`src/rtl/datapath_execute.sv`:
```
// Execute stage of the 16-bit, 8-register pipelined CPU.
// Computes ALU results and N/Z flags, resolves branches/jumps, drives the data-memory strobes,
// and registers the writeback information into the EX/WB pipeline register.
// Optional feature: define BYPASS_EN to forward writeback data onto the Rx/Ry operands.
module datapath_execute #(
  parameter int unsigned DW = 16,
  parameter int unsigned RW = 3
) (
  input  logic          clk,
  input  logic          reset,
  input  logic          i_valid,
  input  logic [DW-1:0] i_instr,
  input  logic [DW-1:0] i_pc,
  input  logic [DW-1:0] i_rx_data,
  input  logic [DW-1:0] i_ry_data,
  input  logic          i_stall,
  input  logic          i_wb_en,
  input  logic [RW-1:0] i_wb_reg,
  input  logic [DW-1:0] i_wb_data,
  output logic [DW-1:0] o_BT,
  output logic          o_PCsrc,
  output logic [DW-1:0] o_ldst_addr,
  output logic          o_ldst_rd,
  output logic          o_ldst_wr,
  output logic [DW-1:0] o_ldst_wrdata,
  output logic          o_valid,
  output logic          o_wr_en,
  output logic [RW-1:0] o_wr_reg,
  output logic [DW-1:0] o_result,
  output logic          o_is_load,
  output logic [1:0]    o_flags
);

  localparam logic [4:0] OpMv   = 5'b00000;
  localparam logic [4:0] OpAdd  = 5'b00001;
  localparam logic [4:0] OpSub  = 5'b00010;
  localparam logic [4:0] OpCmp  = 5'b00011;
  localparam logic [4:0] OpLd   = 5'b00100;
  localparam logic [4:0] OpSt   = 5'b00101;
  localparam logic [4:0] OpJr   = 5'b01000;
  localparam logic [4:0] OpJzr  = 5'b01001;
  localparam logic [4:0] OpJnr  = 5'b01010;
  localparam logic [4:0] OpCallr = 5'b01100;
  localparam logic [4:0] OpMvi  = 5'b10000;
  localparam logic [4:0] OpAddi = 5'b10001;
  localparam logic [4:0] OpSubi = 5'b10010;
  localparam logic [4:0] OpCmpi = 5'b10011;
  localparam logic [4:0] OpMvhi = 5'b10110;
  localparam logic [4:0] OpJ    = 5'b11000;
  localparam logic [4:0] OpJz   = 5'b11001;
  localparam logic [4:0] OpJn   = 5'b11010;
  localparam logic [4:0] OpCall = 5'b11100;

  localparam logic [RW-1:0] LinkReg = {RW{1'b1}};

  logic [4:0]    opcode;
  logic [RW-1:0] rx_idx;
  logic [RW-1:0] ry_idx;
  logic [DW-1:0] imm8;
  logic [DW-1:0] imm11;
  logic [DW-1:0] rx_op;
  logic [DW-1:0] ry_op;
  logic          active;

  // Decoded next-state / combinational results
  logic [DW-1:0] res_d;
  logic          wr_en_d;
  logic [RW-1:0] wr_reg_d;
  logic          is_load_d;
  logic          set_flags;
  logic          taken;
  logic [DW-1:0] target;
  logic          is_ld;
  logic          is_st;

  // EX/WB register
  logic          valid_q;
  logic          wr_en_q;
  logic [RW-1:0] wr_reg_q;
  logic [DW-1:0] result_q;
  logic          is_load_q;
  logic [1:0]    flags_q;

  assign opcode = i_instr[4:0];
  assign rx_idx = i_instr[7:5];
  assign ry_idx = i_instr[10:8];
  assign imm8   = {{(DW-8){i_instr[15]}}, i_instr[15:8]};
  assign imm11  = {{(DW-12){i_instr[15]}}, i_instr[15:5], 1'b0};
  assign active = i_valid & ~i_stall;

`ifdef BYPASS_EN
  // Forward the value being written back this cycle onto each source independently
  always_comb begin
    rx_op = i_rx_data;
    ry_op = i_ry_data;
    if (i_wb_en && (i_wb_reg == rx_idx)) rx_op = i_wb_data;
    if (i_wb_en && (i_wb_reg == ry_idx)) ry_op = i_wb_data;
  end
`else
  logic unused_wb;
  assign unused_wb = ^{i_wb_en, i_wb_reg, i_wb_data};
  assign rx_op = i_rx_data;
  assign ry_op = i_ry_data;
`endif

  // Instruction decode: ALU result, writeback control, branch resolution, memory ops
  always_comb begin
    res_d     = '0;
    wr_en_d   = 1'b0;
    wr_reg_d  = rx_idx;
    is_load_d = 1'b0;
    set_flags = 1'b0;
    taken     = 1'b0;
    target    = rx_op;
    is_ld     = 1'b0;
    is_st     = 1'b0;
    case (opcode)
      OpMv:   begin res_d = ry_op;         wr_en_d = 1'b1; end
      OpMvi:  begin res_d = imm8;          wr_en_d = 1'b1; end
      OpAdd:  begin res_d = rx_op + ry_op; wr_en_d = 1'b1; set_flags = 1'b1; end
      OpAddi: begin res_d = rx_op + imm8;  wr_en_d = 1'b1; set_flags = 1'b1; end
      OpSub:  begin res_d = rx_op - ry_op; wr_en_d = 1'b1; set_flags = 1'b1; end
      OpSubi: begin res_d = rx_op - imm8;  wr_en_d = 1'b1; set_flags = 1'b1; end
      OpCmp:  begin res_d = rx_op - ry_op; set_flags = 1'b1; end
      OpCmpi: begin res_d = rx_op - imm8;  set_flags = 1'b1; end
      OpMvhi: begin res_d = {i_instr[15:8], rx_op[7:0]}; wr_en_d = 1'b1; end
      OpLd:   begin is_ld = 1'b1; wr_en_d = 1'b1; is_load_d = 1'b1; end
      OpSt:   begin is_st = 1'b1; end
      OpJr:   begin taken = 1'b1; end
      OpJzr:  begin taken = flags_q[0]; end
      OpJnr:  begin taken = flags_q[1]; end
      OpCallr: begin
        taken    = 1'b1;
        res_d    = i_pc;
        wr_en_d  = 1'b1;
        wr_reg_d = LinkReg;
      end
      OpJ:    begin taken = 1'b1;       target = i_pc + imm11; end
      OpJz:   begin taken = flags_q[0]; target = i_pc + imm11; end
      OpJn:   begin taken = flags_q[1]; target = i_pc + imm11; end
      OpCall: begin
        taken    = 1'b1;
        target   = i_pc + imm11;
        res_d    = i_pc;
        wr_en_d  = 1'b1;
        wr_reg_d = LinkReg;
      end
      default: ;
    endcase
  end

  // Combinational branch and memory outputs; forced low while reset is asserted
  always_comb begin
    o_PCsrc       = reset & active & taken;
    o_BT          = reset ? target : '0;
    o_ldst_rd     = reset & active & is_ld;
    o_ldst_wr     = reset & active & is_st;
    o_ldst_addr   = reset ? ry_op : '0;
    o_ldst_wrdata = reset ? rx_op : '0;
  end

  // EX/WB pipeline register and flags; both hold while stalled
  always_ff @(posedge clk or negedge reset) begin
    if (!reset) begin
      valid_q   <= 1'b0;
      wr_en_q   <= 1'b0;
      wr_reg_q  <= '0;
      result_q  <= '0;
      is_load_q <= 1'b0;
      flags_q   <= 2'b00;
    end else if (!i_stall) begin
      valid_q   <= i_valid;
      wr_en_q   <= i_valid & wr_en_d;
      wr_reg_q  <= wr_reg_d;
      result_q  <= res_d;
      is_load_q <= i_valid & is_load_d;
      if (i_valid && set_flags) flags_q <= {res_d[DW-1], (res_d == '0)};
    end
  end

  assign o_valid   = valid_q;
  assign o_wr_en   = wr_en_q;
  assign o_wr_reg  = wr_reg_q;
  assign o_result  = result_q;
  assign o_is_load = is_load_q;
  assign o_flags   = flags_q;

endmodule
```
`config.mk`:
```
export PLATFORM = sky130hd
export DESIGN_NAME = datapath_execute
export DESIGN_NICKNAME = d
export VERILOG_FILES = /design/src/rtl/datapath_execute.sv
export SDC_FILE = /design/constraint.sdc
export NUM_CORES = 1
export LEC_CHECK = 0
export BUFFER_PORTS_ARGS = -buffer_cell sky130_fd_sc_hd__buf_2
export CORE_MARGIN = 8
export CORE_UTILIZATION = 40
export CTS_CLUSTER_DIAMETER = 120
export CTS_CLUSTER_SIZE = 24
export DETAILED_ROUTE_END_ITERATION = 8
export HOLD_SLACK_MARGIN = 0.1
export PLACE_DENSITY = 0.7
export SYNTH_ARGS = -nofsm -noshare
export SYNTH_HDL_FRONTEND = slang
export SYNTH_SLANG_ARGS = --single-unit
```
`constraint.sdc`:
```
create_clock -name clk -period 2.31 [get_ports clk]
set_input_delay 0.231 -clock clk [delete_from_list [all_inputs] [get_ports clk]]
set_output_delay 0.231 -clock clk [all_outputs]
set_load 0.01 [all_outputs]
```
* Yosys cells after proc, flatten, opt, wreduce, memory -nomap -nowiden *
Cells that the tools add are included.

operators by class
  add/sub/neg operators = 5
  equal/unequal tests = 18
  mux-type cells = 11
  bitwise operators = 8
  reductions and logical operators = 13

operators by type and width
  cell                  count
  $pmux W16 S8          1
  $mux W16              4
  $add A16 B16 Y16      3
  $eq A5 B5 Y1 const B  9
  $sub A16 B16 Y16      2
  $eq A5 B4 Y1 const B  4
  $logic_not A16 Y1     1
  $eq A5 B2 Y1 const B  2
  $eq A5 B3 Y1 const B  2
  $reduce_or A10 Y1     1
  $reduce_or A2 Y1      5
  $reduce_or A4 Y1      2
  $and A1 B1 Y1         7
  $reduce_or A6 Y1      1
  $eq A5 B1 Y1 const B  1
  $logic_not A5 Y1      1
  $mux W1               4
  $mux W3               1
  $pmux W1 S3           1
  $reduce_and A2 Y1     1
  $logic_and A1 B1 Y1   1
  $not A1 Y1            1

storage, ports and cells
  register bits = 24
  input port bits = 88
  logic and storage cells = 61

* Depth between registers and ports, before layout *
  depth after elaboration = 5
  mapped depth = 20
  mapped depth without buffers = 19

* Worst setup path before layout *
Ideal clock, no wire load.

  path type = input port to flip-flop
  start point = in i_instr[1]
  end point = reg flags_q[0], in the netlist o_flags[0]
  setup time = 0.092 ns
  arrival time = 3.752 ns
  slack = -1.533 ns
  stages = 17
  cells stage by stage = nor3_1 -> clkbuf_1 -> and3_1 -> clkbuf_1 -> nand2_1 -> nand2_1 -> a211oi_1 -> ha_1 -> nor2b_4 -> o31a_1 -> o21a_1 -> or3_1 -> a31o_1 -> nor4_2 -> o2111ai_1 -> or4_1 -> o31ai_2

between the ends
  cells in the longest elaborated chain, start to end = 5

ends and longest elaborated chain
  what                                                                  line  source
  from (decl)                                                           12    input logic [DW-1:0] i_instr,
  parallel branches: the longest is 5 deep, another holds $pmux W16 S8  -
  to (signal assigned)                                                  177   if (i_valid && set_flags) flags_q <= {res_d[DW-1], (res_d == '0)};
  to (decl)                                                             82    logic [1:0] flags_q;

Several ways; the timed one is not identified.
A chain may end at the register's enable or synchronous reset.

* Worst setup path after layout *
  start point = in i_instr[9]
  end point = reg flags_q[0], in the netlist o_flags[0]

between the ends
  cells in the longest elaborated chain, start to end = 3

ends and longest elaborated chain
  what                                                         line           source
  $sub A16 B16 Y16 / $add A16 B16 Y16 (equally long branches)  123, 125, 121
  $pmux W16 S8 (*)                                             117            case (opcode)
  $logic_not A16 Y1 (*)                                        177

Mark *: on every way between the ends. The rest lies on a longest branch, timed or not.

==> out/results.tsv <==
metric	value	unit
met2 Use GR	50.1	%
#FFs+latches synth	24	
Synth async-reset ratio	100	%
first-pass GRT wire length	30600	um
Post-Syn Nets	689	
Hold Path Class	primary input to flop	
Critical Path RT	2.50	ns
Core Region	9770	um^2
busiest grt layer	met2	
post-synthesis cell type count	63	
dpl cells	988	
P&R area growth vs syn	76.7	%
max FFs per register	16	
outcome	finished with violations	
Leak	0.00354	uW
1st-pass router iterations	6	
DR vias	5900	
vias in the first global route	6151	
crit path max fanout	3	
Post-Syn Instances	566	
max cap viols	0	
CTS clk-pin slew, worst paths	0.09	ns
fraction of layout cells with a size suffix above 1	51.3	%
placed wire-length estimate	15400	um
dominant synthesized flop cell	dfrtp_1	
initial antenna violation count	0	
overall power	2540	uW
power density over the cells	357	nW/um^2
Initial Util	41.3	%
Peak VDD IR	0.263	mV
skew final	0	ns
Core Util, Final	72.9	%
Least-Margin Pin Slew	0.684	ns
vias per cell	5.83	
first-iteration detailed-routing DRC count	402	
Chip Height	116	um
failing checks	negative setup slack	
commonest non-fill, non-tap cell in the layout	buf_4	
final setup fails	23	
number of fill cells	800	
max-slew violations	0	
GRT Overall Usage	28.5	%
RSZ-0062 raised after global routing	yes	
post-place setup slack	-1.92	ns
met3 Resource Use GR	5.02	%
min Tclk post-route	3.90	ns
number of synthesized flops with an enable pin	0	
largest net degree at the start of global routing	35	
Total Wirelength	19800	um
DIE WIDTH	116	um
GPL Wtd Cong	0.947	
WP data arrival	4.09	ns
Worst Path Class, Setup	primary input to flop	
H-tree levels	1	
Num Clock Sinks	24	
worst skew pair latency	0.27	ns
CP Capture Type	flop	
ANT cells	0	
I/O Buffers	142	
Root Buffer Master	clkbuf_8	
Num CTS Buffers	3	
CTS Buffer Depth	2	
Slew HR	53.8	%
Std-Cell Rows	36	
post-route setup slack	-1.59	ns
Finished Layout Cells	1012	
synth warn	0	
final hold vios	0	
DRC	0	
DRT antenna net count	0	
CTS tree	built	
period utilisation layout	169	%
startpoint types	primary input	
Mean Syn Cell Area	7.12	um^2
DR WL/cell	19.6	um
met1 Use GR	33.1	%
Post-Synthesis Cell Area	4030	um^2
sequential area share after synthesis	14.9	%
total grt overflow	0	
# IOs	163	
Fmax	0.257	GHz
Die ar.	13600	um^2
# nets final	1003	
most frequent cells in the layout	buf_4, buf_2, nand2_1	
==> logic make-up after synthesis <==
logic type      synth area share, %
flops                          14.9
mux                            4.93
compound gates                 30.1
xor+xnor                       4.34
buf+inv                        5.12
simple gates                   29.4
fa+ha+maj                      11.2
==> worst paths after layout <==
path / startpoint / endpoint / slack, ns / cells past startpoint
worst max-delay path: i_instr[9] / o_flags[0] / -1.59 / 17
worst min-delay path: i_instr[5] / o_wr_reg[0] / 0.24 / 3
worst max register to register: o_flags[1] / o_flags[1] / 1.46 / 1
worst min register to register: o_valid / o_valid / 0.49 / 1
max in group asynchronous: reset / o_result[8] / 1.21 / 3
min in group asynchronous: reset / o_wr_en / 0.49 / 2
==> power breakdown <==
| group | internal [uW] | switching (uW) |
|---|---|---|
| clock network | 153 | 145 |
| registers | 471 | 33.2 |
| logic | 867 | 872 |
==> Yosys cell counts, drive strengths merged (10+ instances only) <==
master / n / area (um^2)
nand3: 23 / 115
xor2: 10 / 87.6
mux2: 15 / 169
o21ai: 40 / 200
and2: 37 / 231
clkbuf: 25 / 93.8
a21oi: 49 / 245
xnor2: 10 / 87.6
ha: 33 / 413
nand2: 66 / 248
nor2: 38 / 143
a21o: 12 / 90.1
dfrtp: 24 / 601
nor3: 16 / 80.1
inv: 21 / 78.8
==> per-stage QoR <==
| stage | setup TNS [ns] | instance area, um^2 | hold WS, ns |
|---|---|---|---|
| final | -15.63 | 7120 | 0.243 |
| after global routing | -17.84 | 7120 | 0.241 |
| after CTS | -14.45 | 6970 | 0.242 |
| after detailed placement | -23.51 | 6260 | 0.251 |
| after global placement | -22.16 | 6260 | 0.243 |
| after floorplan | -12.14 | 4240 | -0.0646 |
==> critical path, stage by stage <==
cell       delay (ns)
buf_6            0.09
or3_4            0.38
or3_4            0.34
or3_4            0.36
ha_4             0.27
o211ai_1         0.07
a31oi_1          0.23
ha_2             0.33
nor2_1           0.13
a21oi_1          0.07
o21a_2           0.17
a21o_1           0.19
a211o_1          0.30
nand2_2          0.10
o2111ai_2        0.12
or4_4            0.51
o31ai_2          0.18
==> area by class of cell <==
cell class	count	area (um^2)	share of cell area, %
sequential	24	601	8.43
clock buffer	4	55.1	0.773
inverter	21	81.3	1.14
timing repair buffer	340	2400	33.7
tap	133	166	2.34
multi-input combinational	490	3820	53.7
==> per-layer routing <==
metal / vias to the layer above / share of wire (%) / wire length, um
met5: - / 0 / 0
met4: 0 / 5.4 / 1070
met3: 86 / 8.2 / 1630
met2: 318 / 48 / 9410
met1: 2777 / 39 / 7690
li1: 2719 / - / -
==> what timing repair did <==
action                                 in CTS  in global routing
pin swaps                                  70                 29
resized for setup                         117                 30
setup buffers                              21                  4
hold buffers                                1                  0
setup endpoints to repair                  26                 27
endpoints found under the hold margin       3                  0
Note: power is estimated with default switching activity, not from simulation.
